==> config.mk <==
export PLATFORM = sky130hd
export DESIGN_NAME = uart_reg_access_arbiter_flat
export DESIGN_NICKNAME = d
export VERILOG_FILES = /design/src/rtl/uart_reg_access_arbiter_if.sv /design/src/rtl/uart_reg_access_arbiter.sv /design/src/flat_wrapper.sv
export SDC_FILE = /design/constraint.sdc
export NUM_CORES = 1
export LEC_CHECK = 0
export ABC_AREA = 1
export BUFFER_PORTS_ARGS = -buffer_cell sky130_fd_sc_hd__buf_2
export CAP_MARGIN = 20
export CORE_MARGIN = 2
export CORE_UTILIZATION = 55
export CTS_CLUSTER_DIAMETER = 80
export DETAILED_ROUTE_END_ITERATION = 6
export PLACE_DENSITY_LB_ADDON = 0.08
export SETUP_SLACK_MARGIN = 0.05
export SLEW_MARGIN = 30
export SYNTH_ARGS = -nofsm -noshare
export SYNTH_HDL_FRONTEND = slang
export SYNTH_SLANG_ARGS = --single-unit
==> constraint.sdc <==
create_clock -name clk -period 6.6 [get_ports clk]
set_clock_uncertainty 0.15 [all_clocks]
set_input_delay 0.66 -clock clk [delete_from_list [all_inputs] [get_ports clk]]
set_output_delay 0.66 -clock clk [all_outputs]
set_load 0.1 [all_outputs]
==> src/rtl/uart_reg_access_arbiter_if.sv <==
// AXI4-Lite slave channels plus the UART core register bus, bundled for the arbiter.
interface uart_reg_access_arbiter_if #(
    parameter int DATA_W = 32,
    parameter int ADDR_W = 4
);
    logic [ADDR_W-1:0] s_awaddr;
    logic              s_awvalid;
    logic              s_awready;
    logic [DATA_W-1:0] s_wdata;
    logic [3:0]        s_wstrb;
    logic              s_wvalid;
    logic              s_wready;
    logic [1:0]        s_bresp;
    logic              s_bvalid;
    logic              s_bready;
    logic [ADDR_W-1:0] s_araddr;
    logic              s_arvalid;
    logic              s_arready;
    logic [DATA_W-1:0] s_rdata;
    logic [1:0]        s_rresp;
    logic              s_rvalid;
    logic              s_rready;
    logic [1:0]        u_address;
    logic              u_write_enable;
    logic [DATA_W-1:0] u_write_data;
    logic              u_read_enable;
    logic [DATA_W-1:0] u_read_data;

    // slave = the arbiter: AXI slave upstream, register-bus master towards the UART.
    modport slave (
        input  s_awaddr, s_awvalid, s_wdata, s_wstrb, s_wvalid, s_bready,
        input  s_araddr, s_arvalid, s_rready, u_read_data,
        output s_awready, s_wready, s_bresp, s_bvalid, s_arready,
        output s_rdata, s_rresp, s_rvalid,
        output u_address, u_write_enable, u_write_data, u_read_enable
    );

    modport master (
        output s_awaddr, s_awvalid, s_wdata, s_wstrb, s_wvalid, s_bready,
        output s_araddr, s_arvalid, s_rready, u_read_data,
        input  s_awready, s_wready, s_bresp, s_bvalid, s_arready,
        input  s_rdata, s_rresp, s_rvalid,
        input  u_address, u_write_enable, u_write_data, u_read_enable
    );
endinterface

==> src/rtl/uart_reg_access_arbiter.sv <==
// Serialises AXI4-Lite writes and reads onto the UART core's single-port register bus,
// alternating grants on contention and generating one-cycle enable strobes.
module uart_reg_access_arbiter #(
    parameter int DATA_W = 32,
    parameter int ADDR_W = 4,
    parameter int RD_LAT = 1
) (
    input logic                       clk,
    input logic                       rst,
    uart_reg_access_arbiter_if.slave  bus
);
    localparam logic [1:0] RESP_OKAY   = 2'b00;
    localparam logic [1:0] RESP_SLVERR = 2'b10;

    typedef enum logic [2:0] {IDLE, WR_ACC, WR_RESP, RD_ACC, RD_WAIT, RD_RESP} state_e;
    typedef enum logic {GNT_WRITE, GNT_READ} grant_e;

    state_e            state_q, state_d;
    grant_e            last_grant_q, last_grant_d;
    logic              aw_held_q, aw_held_d, w_held_q, w_held_d, ar_held_q, ar_held_d;
    logic [ADDR_W-1:0] awaddr_q, awaddr_d, araddr_q, araddr_d;
    logic [DATA_W-1:0] wdata_q, wdata_d;
    logic [3:0]        wstrb_q, wstrb_d;
    logic              awready_q, wready_q, arready_q;
    logic [1:0]        u_address_q, u_address_d;
    logic [DATA_W-1:0] u_wdata_q, u_wdata_d;
    logic              u_we_q, u_we_d, u_re_q, u_re_d;
    logic              bvalid_q, bvalid_d, rvalid_q, rvalid_d;
    logic [1:0]        bresp_q, bresp_d, rresp_q, rresp_d;
    logic [DATA_W-1:0] rdata_q, rdata_d;
    logic              rd_err_q, rd_err_d;
    logic [1:0]        cnt_q, cnt_d;
    logic              aw_hs, w_hs, ar_hs, b_hs, r_hs;
    logic              wr_pend, rd_pend, wr_ok, grant_wr;

    always_comb begin
        // NOTE: every signal gets a default before the case, so no path can infer a latch.
        aw_hs = bus.s_awvalid & awready_q;
        w_hs  = bus.s_wvalid & wready_q;
        ar_hs = bus.s_arvalid & arready_q;
        b_hs  = bvalid_q & bus.s_bready;
        r_hs  = rvalid_q & bus.s_rready;

        // A handshake this cycle is visible to arbitration, so a grant costs no extra cycle.
        awaddr_d  = aw_hs ? bus.s_awaddr : awaddr_q;
        wdata_d   = w_hs ? bus.s_wdata : wdata_q;
        wstrb_d   = w_hs ? bus.s_wstrb : wstrb_q;
        araddr_d  = ar_hs ? bus.s_araddr : araddr_q;
        aw_held_d = aw_held_q | aw_hs;
        w_held_d  = w_held_q | w_hs;
        ar_held_d = ar_held_q | ar_hs;

        state_d      = state_q;
        last_grant_d = last_grant_q;
        u_address_d  = u_address_q;
        u_wdata_d    = u_wdata_q;
        u_we_d       = 1'b0;
        u_re_d       = 1'b0;
        bvalid_d     = bvalid_q;
        bresp_d      = bresp_q;
        rvalid_d     = rvalid_q;
        rresp_d      = rresp_q;
        rdata_d      = rdata_q;
        rd_err_d     = rd_err_q;
        cnt_d        = cnt_q;
        grant_wr     = 1'b0;

        wr_pend = aw_held_d & w_held_d;
        rd_pend = ar_held_d;
        // Register 3 is RX data; partial or misaligned writes are refused as well.
        wr_ok   = (awaddr_d[3:2] != 2'b11) && (awaddr_d[1:0] == 2'b00) && (wstrb_d == 4'hF);

        unique case (state_q)
            IDLE: begin
                // last_grant only moves on contention, so back-to-back pairs swap order.
                if (wr_pend && rd_pend) begin
                    grant_wr     = (last_grant_q == GNT_READ);
                    last_grant_d = grant_wr ? GNT_WRITE : GNT_READ;
                end else begin
                    grant_wr = wr_pend;
                end
                if (grant_wr) begin
                    state_d     = WR_ACC;
                    u_address_d = awaddr_d[3:2];
                    u_wdata_d   = wdata_d;
                    u_we_d      = wr_ok;
                end else if (rd_pend) begin
                    state_d     = RD_ACC;
                    u_address_d = araddr_d[3:2];
                    u_re_d      = (araddr_d[1:0] == 2'b00);
                    rd_err_d    = (araddr_d[1:0] != 2'b00);
                    cnt_d       = 2'd1;
                end
            end
            WR_ACC: begin
                bvalid_d = 1'b1;
                bresp_d  = wr_ok ? RESP_OKAY : RESP_SLVERR;
                state_d  = WR_RESP;
            end
            WR_RESP: begin
                if (b_hs) begin
                    bvalid_d  = 1'b0;
                    aw_held_d = 1'b0;
                    w_held_d  = 1'b0;
                    state_d   = IDLE;
                end
            end
            RD_ACC: state_d = RD_WAIT;
            RD_WAIT: begin
                if (cnt_q == 2'(RD_LAT)) begin
                    rdata_d  = rd_err_q ? '0 : bus.u_read_data;
                    rresp_d  = rd_err_q ? RESP_SLVERR : RESP_OKAY;
                    rvalid_d = 1'b1;
                    state_d  = RD_RESP;
                end else begin
                    cnt_d = cnt_q + 2'd1;
                end
            end
            RD_RESP: begin
                if (r_hs) begin
                    rvalid_d  = 1'b0;
                    ar_held_d = 1'b0;
                    state_d   = IDLE;
                end
            end
            default: state_d = IDLE;
        endcase
    end

    // NOTE: sequential state uses non-blocking assignments so all registers sample pre-edge values.
    always_ff @(posedge clk or posedge rst) begin
        if (rst) begin
            state_q      <= IDLE;
            last_grant_q <= GNT_READ;
            aw_held_q    <= 1'b0;
            w_held_q     <= 1'b0;
            ar_held_q    <= 1'b0;
            awaddr_q     <= '0;
            araddr_q     <= '0;
            wdata_q      <= '0;
            wstrb_q      <= '0;
            awready_q    <= 1'b0;
            wready_q     <= 1'b0;
            arready_q    <= 1'b0;
            u_address_q  <= '0;
            u_wdata_q    <= '0;
            u_we_q       <= 1'b0;
            u_re_q       <= 1'b0;
            bvalid_q     <= 1'b0;
            bresp_q      <= '0;
            rvalid_q     <= 1'b0;
            rresp_q      <= '0;
            rdata_q      <= '0;
            rd_err_q     <= 1'b0;
            cnt_q        <= '0;
        end else begin
            state_q      <= state_d;
            last_grant_q <= last_grant_d;
            aw_held_q    <= aw_held_d;
            w_held_q     <= w_held_d;
            ar_held_q    <= ar_held_d;
            awaddr_q     <= awaddr_d;
            araddr_q     <= araddr_d;
            wdata_q      <= wdata_d;
            wstrb_q      <= wstrb_d;
            awready_q    <= ~aw_held_d;
            wready_q     <= ~w_held_d;
            arready_q    <= ~ar_held_d;
            u_address_q  <= u_address_d;
            u_wdata_q    <= u_wdata_d;
            u_we_q       <= u_we_d;
            u_re_q       <= u_re_d;
            bvalid_q     <= bvalid_d;
            bresp_q      <= bresp_d;
            rvalid_q     <= rvalid_d;
            rresp_q      <= rresp_d;
            rdata_q      <= rdata_d;
            rd_err_q     <= rd_err_d;
            cnt_q        <= cnt_d;
        end
    end

    assign bus.s_awready      = awready_q;
    assign bus.s_wready       = wready_q;
    assign bus.s_arready      = arready_q;
    assign bus.s_bvalid       = bvalid_q;
    assign bus.s_bresp        = bresp_q;
    assign bus.s_rvalid       = rvalid_q;
    assign bus.s_rresp        = rresp_q;
    assign bus.s_rdata        = rdata_q;
    assign bus.u_address      = u_address_q;
    assign bus.u_write_data   = u_wdata_q;
    assign bus.u_write_enable = u_we_q;
    assign bus.u_read_enable  = u_re_q;
endmodule
==> src/flat_wrapper.sv <==
// flat-port wrapper written by rule: the top's interface ports become plain ports
module uart_reg_access_arbiter_flat 
#(
    parameter int DATA_W = 32,
    parameter int ADDR_W = 4,
    parameter int RD_LAT = 1
)
  (clk, rst, bus_s_awaddr, bus_s_awvalid, bus_s_wdata, bus_s_wstrb, bus_s_wvalid, bus_s_bready, bus_s_araddr, bus_s_arvalid, bus_s_rready, bus_u_read_data, bus_s_awready, bus_s_wready, bus_s_bresp, bus_s_bvalid, bus_s_arready, bus_s_rdata, bus_s_rresp, bus_s_rvalid, bus_u_address, bus_u_write_enable, bus_u_write_data, bus_u_read_enable);
  uart_reg_access_arbiter_if #(.DATA_W(DATA_W), .ADDR_W(ADDR_W)) bus_i ();
  input logic clk;
  input logic rst;
  input wire logic [$bits(bus_i.s_awaddr)-1:0] bus_s_awaddr;
  input wire logic [$bits(bus_i.s_awvalid)-1:0] bus_s_awvalid;
  input wire logic [$bits(bus_i.s_wdata)-1:0] bus_s_wdata;
  input wire logic [$bits(bus_i.s_wstrb)-1:0] bus_s_wstrb;
  input wire logic [$bits(bus_i.s_wvalid)-1:0] bus_s_wvalid;
  input wire logic [$bits(bus_i.s_bready)-1:0] bus_s_bready;
  input wire logic [$bits(bus_i.s_araddr)-1:0] bus_s_araddr;
  input wire logic [$bits(bus_i.s_arvalid)-1:0] bus_s_arvalid;
  input wire logic [$bits(bus_i.s_rready)-1:0] bus_s_rready;
  input wire logic [$bits(bus_i.u_read_data)-1:0] bus_u_read_data;
  output wire logic [$bits(bus_i.s_awready)-1:0] bus_s_awready;
  output wire logic [$bits(bus_i.s_wready)-1:0] bus_s_wready;
  output wire logic [$bits(bus_i.s_bresp)-1:0] bus_s_bresp;
  output wire logic [$bits(bus_i.s_bvalid)-1:0] bus_s_bvalid;
  output wire logic [$bits(bus_i.s_arready)-1:0] bus_s_arready;
  output wire logic [$bits(bus_i.s_rdata)-1:0] bus_s_rdata;
  output wire logic [$bits(bus_i.s_rresp)-1:0] bus_s_rresp;
  output wire logic [$bits(bus_i.s_rvalid)-1:0] bus_s_rvalid;
  output wire logic [$bits(bus_i.u_address)-1:0] bus_u_address;
  output wire logic [$bits(bus_i.u_write_enable)-1:0] bus_u_write_enable;
  output wire logic [$bits(bus_i.u_write_data)-1:0] bus_u_write_data;
  output wire logic [$bits(bus_i.u_read_enable)-1:0] bus_u_read_enable;
  assign bus_i.s_awaddr = bus_s_awaddr;
  assign bus_i.s_awvalid = bus_s_awvalid;
  assign bus_i.s_wdata = bus_s_wdata;
  assign bus_i.s_wstrb = bus_s_wstrb;
  assign bus_i.s_wvalid = bus_s_wvalid;
  assign bus_i.s_bready = bus_s_bready;
  assign bus_i.s_araddr = bus_s_araddr;
  assign bus_i.s_arvalid = bus_s_arvalid;
  assign bus_i.s_rready = bus_s_rready;
  assign bus_i.u_read_data = bus_u_read_data;
  assign bus_s_awready = bus_i.s_awready;
  assign bus_s_wready = bus_i.s_wready;
  assign bus_s_bresp = bus_i.s_bresp;
  assign bus_s_bvalid = bus_i.s_bvalid;
  assign bus_s_arready = bus_i.s_arready;
  assign bus_s_rdata = bus_i.s_rdata;
  assign bus_s_rresp = bus_i.s_rresp;
  assign bus_s_rvalid = bus_i.s_rvalid;
  assign bus_u_address = bus_i.u_address;
  assign bus_u_write_enable = bus_i.u_write_enable;
  assign bus_u_write_data = bus_i.u_write_data;
  assign bus_u_read_enable = bus_i.u_read_enable;
  uart_reg_access_arbiter #(.DATA_W(DATA_W), .ADDR_W(ADDR_W), .RD_LAT(RD_LAT)) u_core (.clk(clk), .rst(rst), .bus(bus_i));
endmodule
==> results_dict.tcl, run 1 <==
set metrics [dict create \
    grt-ovfl-total 0 \
    fp-row-count 35 \
    synth-edff-count 0 \
    cts_tree "built" \
    critPathArrivalTime_ns 2.56 \
    hold_path_class "input pin to asynchronous set/reset pin" \
    max_stage_delay_ns 0.58 \
    drtAntennaViolNets 0 \
    fp.dieArea_mm2 0.01048 \
    path_cells "nor2_4 > nand2_1 > nor2_4 > inv_2 > nand2_1 > o21ai_0" \
    drv_cap 0 \
    r2r_slack_ns 4.25 \
    cts_setup_buffers 0 \
    setup_viol 0 \
    netlist_area_mm2 0.005324 \
    ctsResizeCount 0 \
    synth_top_area_cell "dfrtp_1" \
    crit_required_ns 6.81 \
    vias_per_cell 4.910 \
    worst_pin_slew_ns 0.8069 \
    grt_pass1_wl_um 18120 \
    start_util 0.5708 \
    n_antenna_cell 0 \
    yosysWarnings 0 \
    reg2reg_depth 6 \
    portBuffers 157 \
    synth_common_cells "nand2_1, dfrtp_1, nand3_1, inv_1, mux2_2" \
    cts.sinks 129 \
    cts_buffer_depth 2 \
    ios 160 \
    cp.buffers_inverters 1 \
    tns_ns 0 \
    place_congestion 0.7914 \
    worst_setup_path_start_kind "flop" \
    hpwl_um 7517 \
    grt.total_usage 0.2222 \
    wl_per_cell_um 13.52 \
    routed_wl_um 11290 \
    synth_cell_types 28 \
    avgSynthCellArea_um2 9.951 \
    clk_pin_slew_ns 0.06 \
    ys_ff_latch 129 \
    max_freq_mhz 425.6 \
    ctsHoldBuffers 0 \
    dominantRegCellSynth "dfrtp_1" \
    drive_above_1_share 0.3385 \
    r2r_end "u_core.bus.s_rresp[1]" \
    cp_max_fo 35 \
    crit_family "simple AND/OR/NAND/NOR gates" \
    critPathSlowestCell "nor2_4" \
    num_vias 4100 \
    synth_top_area_share 0.6016 \
    fin_nets 777 \
    outcome "complete, no violations" \
    die_h_um 102.4 \
    min_period_ns 2.350 \
    numCtsBuffers 17 \
    critPathCaptureType "flop" \
    drtIter0Drc 155 \
    hold_viol 0 \
    areaGrowthSynthToFinish_pct 25.05 \
    layout_worst_path_cycle_share 0.3560 \
    relSlewSlack 0.4621 \
    synth.most_common_cell "nand2_1" \
    core_area_mm2 0.009328 \
    drc_errors 0 \
    synth_area_leaders "dfrtp_1, nand2_1, mux2_2" \
    slew_violations 0 \
    root_buffer "clkbuf_8" \
    ys_seq_area_frac 0.6066 \
    grt_max_degree 68 \
    grt_pass1_vias 3991 \
    r2r_start "u_core.state_q[0]" \
    first_pass_iters 4 \
    h-tree-depth 4 \
    antenna_found_initial 0 \
    path_class "flop to flop" \
    worstSkewPairLatency_ns 0.50 \
    die_w_um 102.4 \
    rsz0062_at_grt "no" \
    postSynthCellCount 535 \
    async_reset_ff_frac 1.000 \
]
layer usage:
layer | track usage | vias up | routed length [um]
li1 | - | 1996 | -
met1 | 0.2860 | 1963 | 4867
met2 | 0.3725 | 125 | 5596
met3 | 0.05335 | 16 | 629
met4 | 0.07590 | 0 | 199
met5 | 0 | - | 0
layout make-up:
cell class,count,area [um2]
sequential,129,3229
tap,129,161.4
fill,724,2670
clock buffer,19,421.7
inverter,39,161.4
timing repair buffer,158,793.3
clock inverter,13,131.4
multi-input combinational,348,1759
worst register-to-register path: stages, from the launching register on:
cell     delay, ns
dfrtp_1       0.46
nor2_4        0.21
nand2_1       0.13
nor2_4        0.58
inv_2         0.46
nand2_1       0.15
o21ai_0       0.08
worst max-delay path by stage:
stage,startpoint,to,depth (start not counted)
after global placement,rst,u_core.wdata_q[11],3
after floorplan,rst,u_core.ar_held_q,1
final,u_core.state_q[0],u_core.bus.s_rresp[1],6
after global routing,u_core.state_q[0],u_core.bus.s_rresp[1],6
after CTS,u_core.state_q[0],u_core.bus.s_rresp[1],6
after detailed placement,bus_s_wvalid,u_core.bus.u_write_data[11],9
metrics by stage:
step | setup WS (ns) | hold WS (ns) | area (um2) | utilization | std cells
floorplan | 2.351 | 0.2879 | 5328 | - | 536
global placement | 4.268 | 0.3053 | 6105 | 0.6545 | 803
detailed placement | 4.194 | 0.3097 | 6105 | 0.6545 | 803
CTS | 4.248 | 0.1655 | 6658 | 0.7137 | 835
global route | 4.052 | 0.2099 | 6658 | 0.7137 | 835
finish | 4.250 | 0.1302 | 6658 | 0.7137 | 835
cell usage in the layout (no fill, tap or decap), drive strengths merged, types with 3 or more instances in the layout:
| cell type | n |
|---|---|
| o21ai | 7 |
| nand2 | 231 |
| dfrtp | 128 |
| nor3 | 3 |
| mux2 | 32 |
| nand3 | 52 |
| inv | 42 |
| nand4 | 3 |
| buf | 158 |
| nor2 | 14 |
| clkbuf | 19 |
| clkinv | 7 |
flip-flops by register name, summed over array words and instances (netlist names), 2 cells and up:
name and flops:
u_core.araddr_q 4, u_core.awaddr_q 4, u_core.bus.s_rdata 32, u_core.bus.u_address 2, u_core.bus.u_write_data 32, u_core.cnt_q 2, u_core.state_q 3, u_core.wdata_q 32
u_core.wstrb_q 4
cells by family (layout without fill, tap and decap cells):
family          Yosys count  in the layout  synth area share
compound gates            9              9          0.008460
mux                      32             32           0.06980
other cells               1              2         0.0007044
buf+inv                  59            229           0.06369
simple gates            303            303            0.2468
xor+xnor                  1              1          0.001645
fa+ha+maj                 1              1          0.002350
flops                   129            129            0.6066
Power of run 1 is not shown: default switching activity piles up to over one toggle a cycle in this logic, so the estimate is an artifact.
==> run 2: changes to the inputs <==
--- a/config.mk
+++ b/config.mk
@@ -9,7 +9,7 @@
 export BUFFER_PORTS_ARGS = -buffer_cell sky130_fd_sc_hd__buf_2
 export CAP_MARGIN = 20
 export CORE_MARGIN = 2
-export CORE_UTILIZATION = 55
+export CORE_UTILIZATION = 51
 export CTS_CLUSTER_DIAMETER = 80
 export DETAILED_ROUTE_END_ITERATION = 6
 export PLACE_DENSITY_LB_ADDON = 0.08
==> constraint.sdc (replaced) <==
create_clock -name clk -period 2.44 [get_ports clk]
set_clock_uncertainty 0.15 [all_clocks]
set_input_delay 0.244 -clock clk [delete_from_list [all_inputs] [get_ports clk]]
set_output_delay 0.244 -clock clk [all_outputs]
set_load 0.1 [all_outputs]
==> run 2 against run 1 <==
Net effect:
- sequential share of layout area down 6.4 points
- first-iteration DRC count up 16%
- wire length up 14%
- count of clock-buffer cells in the layout unchanged
- register-to-register slack worse by 3.8 ns
- non-clock buffer count up 93
- critical path depth up 1
- design area up 15%
- cell count up 12%
- critical endpoint is now u_core.state_q[0]
- critical path type unchanged
- flip-flop and latch count unchanged
- worst hold slack worse by 0.091 ns
- global-route usage up 2.0 points
==> results_dict.tcl, run 2 (same netlist as run 1, synthesis figures left out) <==
set metrics [dict create \
    ios 160 \
    hpwl_um 7506 \
    grt_max_degree 130 \
    clk_pin_slew_ns 0.06 \
    tns_ns 0 \
    worst_setup_path_start_kind "flop" \
    min_period_ns 1.976 \
    met2_usage 0.4002 \
    antenna_found_initial 0 \
    final_util 0.7503 \
    drtIter0Drc 180 \
    critPathSlowestCell "dlygate4sd3_1" \
    max_freq_mhz 506.0 \
    fin_nets 870 \
    hold_viol 0 \
    num_vias 4541 \
    rsz0062_at_grt "no" \
    slew_violations 0 \
    portBuffers 157 \
    critPathArrivalTime_ns 2.23 \
    n_antenna_cell 0 \
    ctsResizeCount 0 \
    timing.critical_path.mode_cell "nand2_4" \
    numCtsBuffers 17 \
    worst_pin_slew_ns 0.7338 \
    critPathCaptureType "flop" \
    multi_input_area_mm2 0.001759 \
    drive_above_1_share 0.3041 \
    cts.sinks 129 \
    place_congestion 0.8026 \
    hold_path_class "input pin to flop" \
    wl_per_cell_um 13.81 \
    groute.layer.met1.usage 0.3046 \
    cp_max_fo 20 \
    drtAntennaViolNets 0 \
    die_w_um 106.2 \
    drc_errors 0 \
    root_buffer "clkbuf_8" \
    cts_tree "built" \
    cp.buffers_inverters 1 \
    fp-row-count 37 \
    max_stage_delay_ns 0.55 \
    vias_per_cell 4.857 \
    path_class "flop to flop" \
    routed_wl_um 12910 \
    layout_worst_path_cycle_share 0.8100 \
    start_util 0.5204 \
    layout_commonest_cell "nand2_1" \
    areaGrowthSynthToFinish_pct 44.18 \
    h-tree-depth 4 \
    crit_family "simple AND/OR/NAND/NOR gates" \
    die_h_um 106.2 \
    grt_pass1_vias 4590 \
    path_cells "nand2_4 > nand2_4 > nand2_4 > nand2_1 > nand4_1 > nand2_1 > dlygate4sd3_1" \
    core_area_mm2 0.01023 \
    use_met3 0.05763 \
    first_pass_iters 5 \
    crit_required_ns 2.70 \
    fp.dieArea_mm2 0.01127 \
    busiest_layer "met2" \
    relSlewSlack 0.5108 \
    cts_buffer_depth 2 \
    drv_cap 0 \
    grt_pass1_wl_um 21360 \
    grt.total_usage 0.2418 \
    layout_common_cells "nand2_1, buf_2, dfrtp_1" \
    outcome "complete, no violations" \
    grt-ovfl-total 0 \
    seq_area_mm2 0.003229 \
    fill_cells 713 \
    worstSkewPairLatency_ns 0.52 \
    setup_viol 0 \
]
-- run 2: cell types whose count changed in the layout (fill, tap and decap cells not counted), sizes merged --
cell | previous run | this run
buf | 158 | 161
bufinv | 1 | 4
clkinv | 7 | 6
clkinvlp | 2 | 4
dlygate4sd3 | 0 | 90
inv | 42 | 38
-- run 2: worst paths after layout --
check,startpoint,end,slack (ns),cells after the start
worst min-delay path,bus_s_arvalid,u_core.araddr_q[1],0.04,4
worst min register to register,u_core.wstrb_q[0],u_core.wstrb_q[0],0.32,2
worst max register to register,u_core.bus.s_wready,u_core.state_q[0],0.46,7
max in group asynchronous,rst,u_core.bus.s_arready,1.28,4
min in group asynchronous,rst,u_core.bus.u_write_data[0],0.26,4
worst max-delay path,u_core.bus.s_wready,u_core.state_q[0],0.46,7
-- run 2: what timing repair did --
action                                 CTS  global route
buffers inserted                         0             0
hold buffers                            90             0
endpoints found under the hold margin  249             0
-- run 2: layout make-up --
class,count,share of cell area
Timing Repair Buffer,251,0.2253
Clock inverter,13,0.02396
Inverter,39,0.02119
Multi-Input combinational cell,348,0.2292
Tap cell,136,0.02217
Sequential cell,129,0.4207
Clock buffer,19,0.05754
-- run 2: tightest hold or removal path: cells and delay by family --
family,cells,cell delay [ns]
buffers and inverters,1,0.10
and+or+nand+nor,3,0.30
-- run 2: through the flow --
step	cells	setup WS (ns)	cell area, um2	hold slack (ns)
floorplan	536	0.2045	5331	0.2347
global placement	813	0.6361	6150	0.3046
detailed placement	813	0.5784	6150	0.3065
CTS	935	0.4474	7676	0.03676
global route	935	0.3235	7676	0.09961
finish	935	0.4636	7676	0.03896
-- run 2: routing by layer --
layer,part of all wire,vias to the layer above
met5,0,-
met4,0.025,0
met1,0.43,2202
met3,0.046,26
met2,0.50,132
li1,-,2181
Power of run 2 is left out for the same reason.
==> run 3: changes to the inputs <==
--- a/config.mk
+++ b/config.mk
@@ -9,7 +9,7 @@
 export BUFFER_PORTS_ARGS = -buffer_cell sky130_fd_sc_hd__buf_2
 export CAP_MARGIN = 20
 export CORE_MARGIN = 2
-export CORE_UTILIZATION = 51
+export CORE_UTILIZATION = 46
 export CTS_CLUSTER_DIAMETER = 80
 export DETAILED_ROUTE_END_ITERATION = 6
 export PLACE_DENSITY_LB_ADDON = 0.08
==> constraint.sdc (replaced) <==
create_clock -name clk -period 1.65 [get_ports clk]
set_clock_uncertainty 0.15 [all_clocks]
set_input_delay 0.165 -clock clk [delete_from_list [all_inputs] [get_ports clk]]
set_output_delay 0.165 -clock clk [all_outputs]
set_load 0.1 [all_outputs]
==> run 3 against run 2 <==
Net effect:
- register-to-register slack got worse by 0.37 ns
- wire length fell by 1.7%
- design area rose by 3.9%
- largest cell class unchanged
==> results_dict.tcl, run 3 (same netlist as run 1, synthesis figures left out) <==
set metrics [dict create \
    outcome "complete, no violations" \
    portBuffers 157 \
    dp_slack_ns 0.03011 \
    r2r_start "u_core.state_q[1]" \
    num_vias 4458 \
    numCtsBuffers 17 \
    path_cells "nor2_4 > nand2_4 > nor2_8 > nand2_8 > buf_12 > nand2_1 > nand2_1" \
    crit_required_ns 1.80 \
    crit_family "simple AND/OR/NAND/NOR gates" \
    setup_viol 0 \
    crit_path_end "u_core.bus.u_write_data[12]" \
    start_util 0.4683 \
    cts.sinks 129 \
    seq_area_mm2 0.003234 \
    drtAntennaViolNets 0 \
    reg2reg_depth 7 \
    crit_cells 7 \
    fp-row-count 39 \
    grt_pass1_wl_um 20730 \
    drtIter0Drc 184 \
    top_layer_used "met4" \
    min_period_ns 1.554 \
    critPathCaptureType "flop" \
    ios 160 \
    wl_per_cell_um 13.27 \
    core_area_mm2 0.01137 \
    fin_nets 885 \
    first_pass_iters 4 \
    vias_per_cell 4.663 \
    finalWorstSetupSlack_ns 0.09562 \
    die_h_um 111.6 \
    place_congestion 0.8523 \
    worst_pin_slew_ns 0.5108 \
    dr_wl_met3_um 635 \
    clk_pin_slew_ns 0.05 \
    drive_above_1_share 0.3358 \
    die_w_um 111.6 \
    worstSkewPairLatency_ns 0.41 \
    met1_length_um 5397 \
    critPathSlowestCell "dfrtp_1" \
    max_stage_delay_ns 0.42 \
    relSlewSlack 0.6618 \
    timing.critical_path.mode_cell "nand2_1" \
    layout_worst_path_cycle_share 0.9420 \
    critPathLaunch "u_core.state_q[1]" \
    fill_cells 878 \
    cp_max_fo 15 \
    drc_errors 0 \
    max_freq_mhz 643.3 \
    n_antenna_cell 0 \
    antenna_found_initial 0 \
    hpwl_um 7641 \
    worst_setup_path_start_kind "flop" \
    grt_pass1_vias 4481 \
    layout_common_cells "nand2_1, buf_2, dfrtp_1" \
    r2r_slack_ns 0.1 \
    cp.buffers_inverters 1 \
    h-tree-depth 4 \
    layout_commonest_cell "nand2_1" \
    root_buffer "clkbuf_16" \
    slew_violations 0 \
    grt.total_usage 0.2090 \
    multi_input_area_mm2 0.001846 \
    hold_path_class "input pin to flop" \
    hold_viol 0 \
    areaGrowthSynthToFinish_pct 49.82 \
    routed_wl_um 12690 \
    fp.dieArea_mm2 0.01245 \
    r2r_end "u_core.bus.u_write_data[12]" \
    cts_tree "built" \
    critPathArrivalTime_ns 1.70 \
    grt-ovfl-total 0 \
    cts_buffer_depth 2 \
    path_class "flop to flop" \
    drv_cap 0 \
    wl_met2_um 6278 \
    rsz0062_at_grt "yes" \
    grt_max_degree 48 \
]
[run 3: changes by cell type in the layout (fill, tap and decap cells not counted), sizes merged]
cell,delta
buf,+11
clkinvlp,-3
bufinv,-2
inv,-1
clkbuf,+12
clkinv,-2
dlygate4sd3,-2
nand2,+1
[run 3: cell type report]
cell class,instances,area share
flip-flops and latches,129,0.4055
repair buffers,265,0.2438
multi-input cells,349,0.2314
clock buffers,26,0.06384
inverters,39,0.02369
well taps,143,0.02243
clock inverters,5,0.009412
[run 3: worst min path at each step]
stage / from / to / slack (ns) / depth (start not counted)
finish: bus_s_arvalid / u_core.bus.u_read_enable / 0.02 / 4
global route: bus_s_arvalid / u_core.bus.u_read_enable / 0.03 / 4
CTS: bus_s_arvalid / u_core.bus.u_read_enable / 0.001 / 4
detailed placement: rst / u_core.wdata_q[1] / 0.03 / 2
global placement: rst / u_core.bus.u_write_data[1] / 0.03 / 2
floorplan: bus_u_read_data[30] / u_core.bus.s_rdata[30] / 0.16 / 2
[run 3: tightest hold or removal path: stages]
cell	delay [ns]
buf_2	0.12
nand3_1	0.08
nand2_1	0.11
nor3_1	0.06
[run 3: repair_timing]
action | in CTS | in global routing
cloned | 0 | 3
resized for setup | 4 | 12
endpoints found under the hold margin | 217 | 0
setup buffers | 0 | 7
pin swaps | 0 | 6
hold buffers | 88 | 0
endpoints found under the setup margin | 12 | 69
[run 3: metal layers]
metal,vias up,GRT usage
met3,27,0.06097
met5,-,0
met2,116,0.3455
met1,2107,0.2551
met4,0,0.09630
li1,2208,-
[run 3: per-stage QoR]
step / area [um2] / hold slack (ns) / utilization / cells / TNS [ns]
after floorplan: 5406 / 0.1557 / - / 536 / -39.40
after global placement: 6320 / 0.02591 / 0.5558 / 827 / 0
after detailed placement: 6320 / 0.02755 / 0.5558 / 827 / 0
after CTS: 7807 / 0.001099 / 0.6867 / 946 / 0
after global routing: 7976 / 0.02528 / 0.7016 / 956 / 0
final: 7976 / 0.02037 / 0.7016 / 956 / 0
Power of run 3 is left out for the same reason.
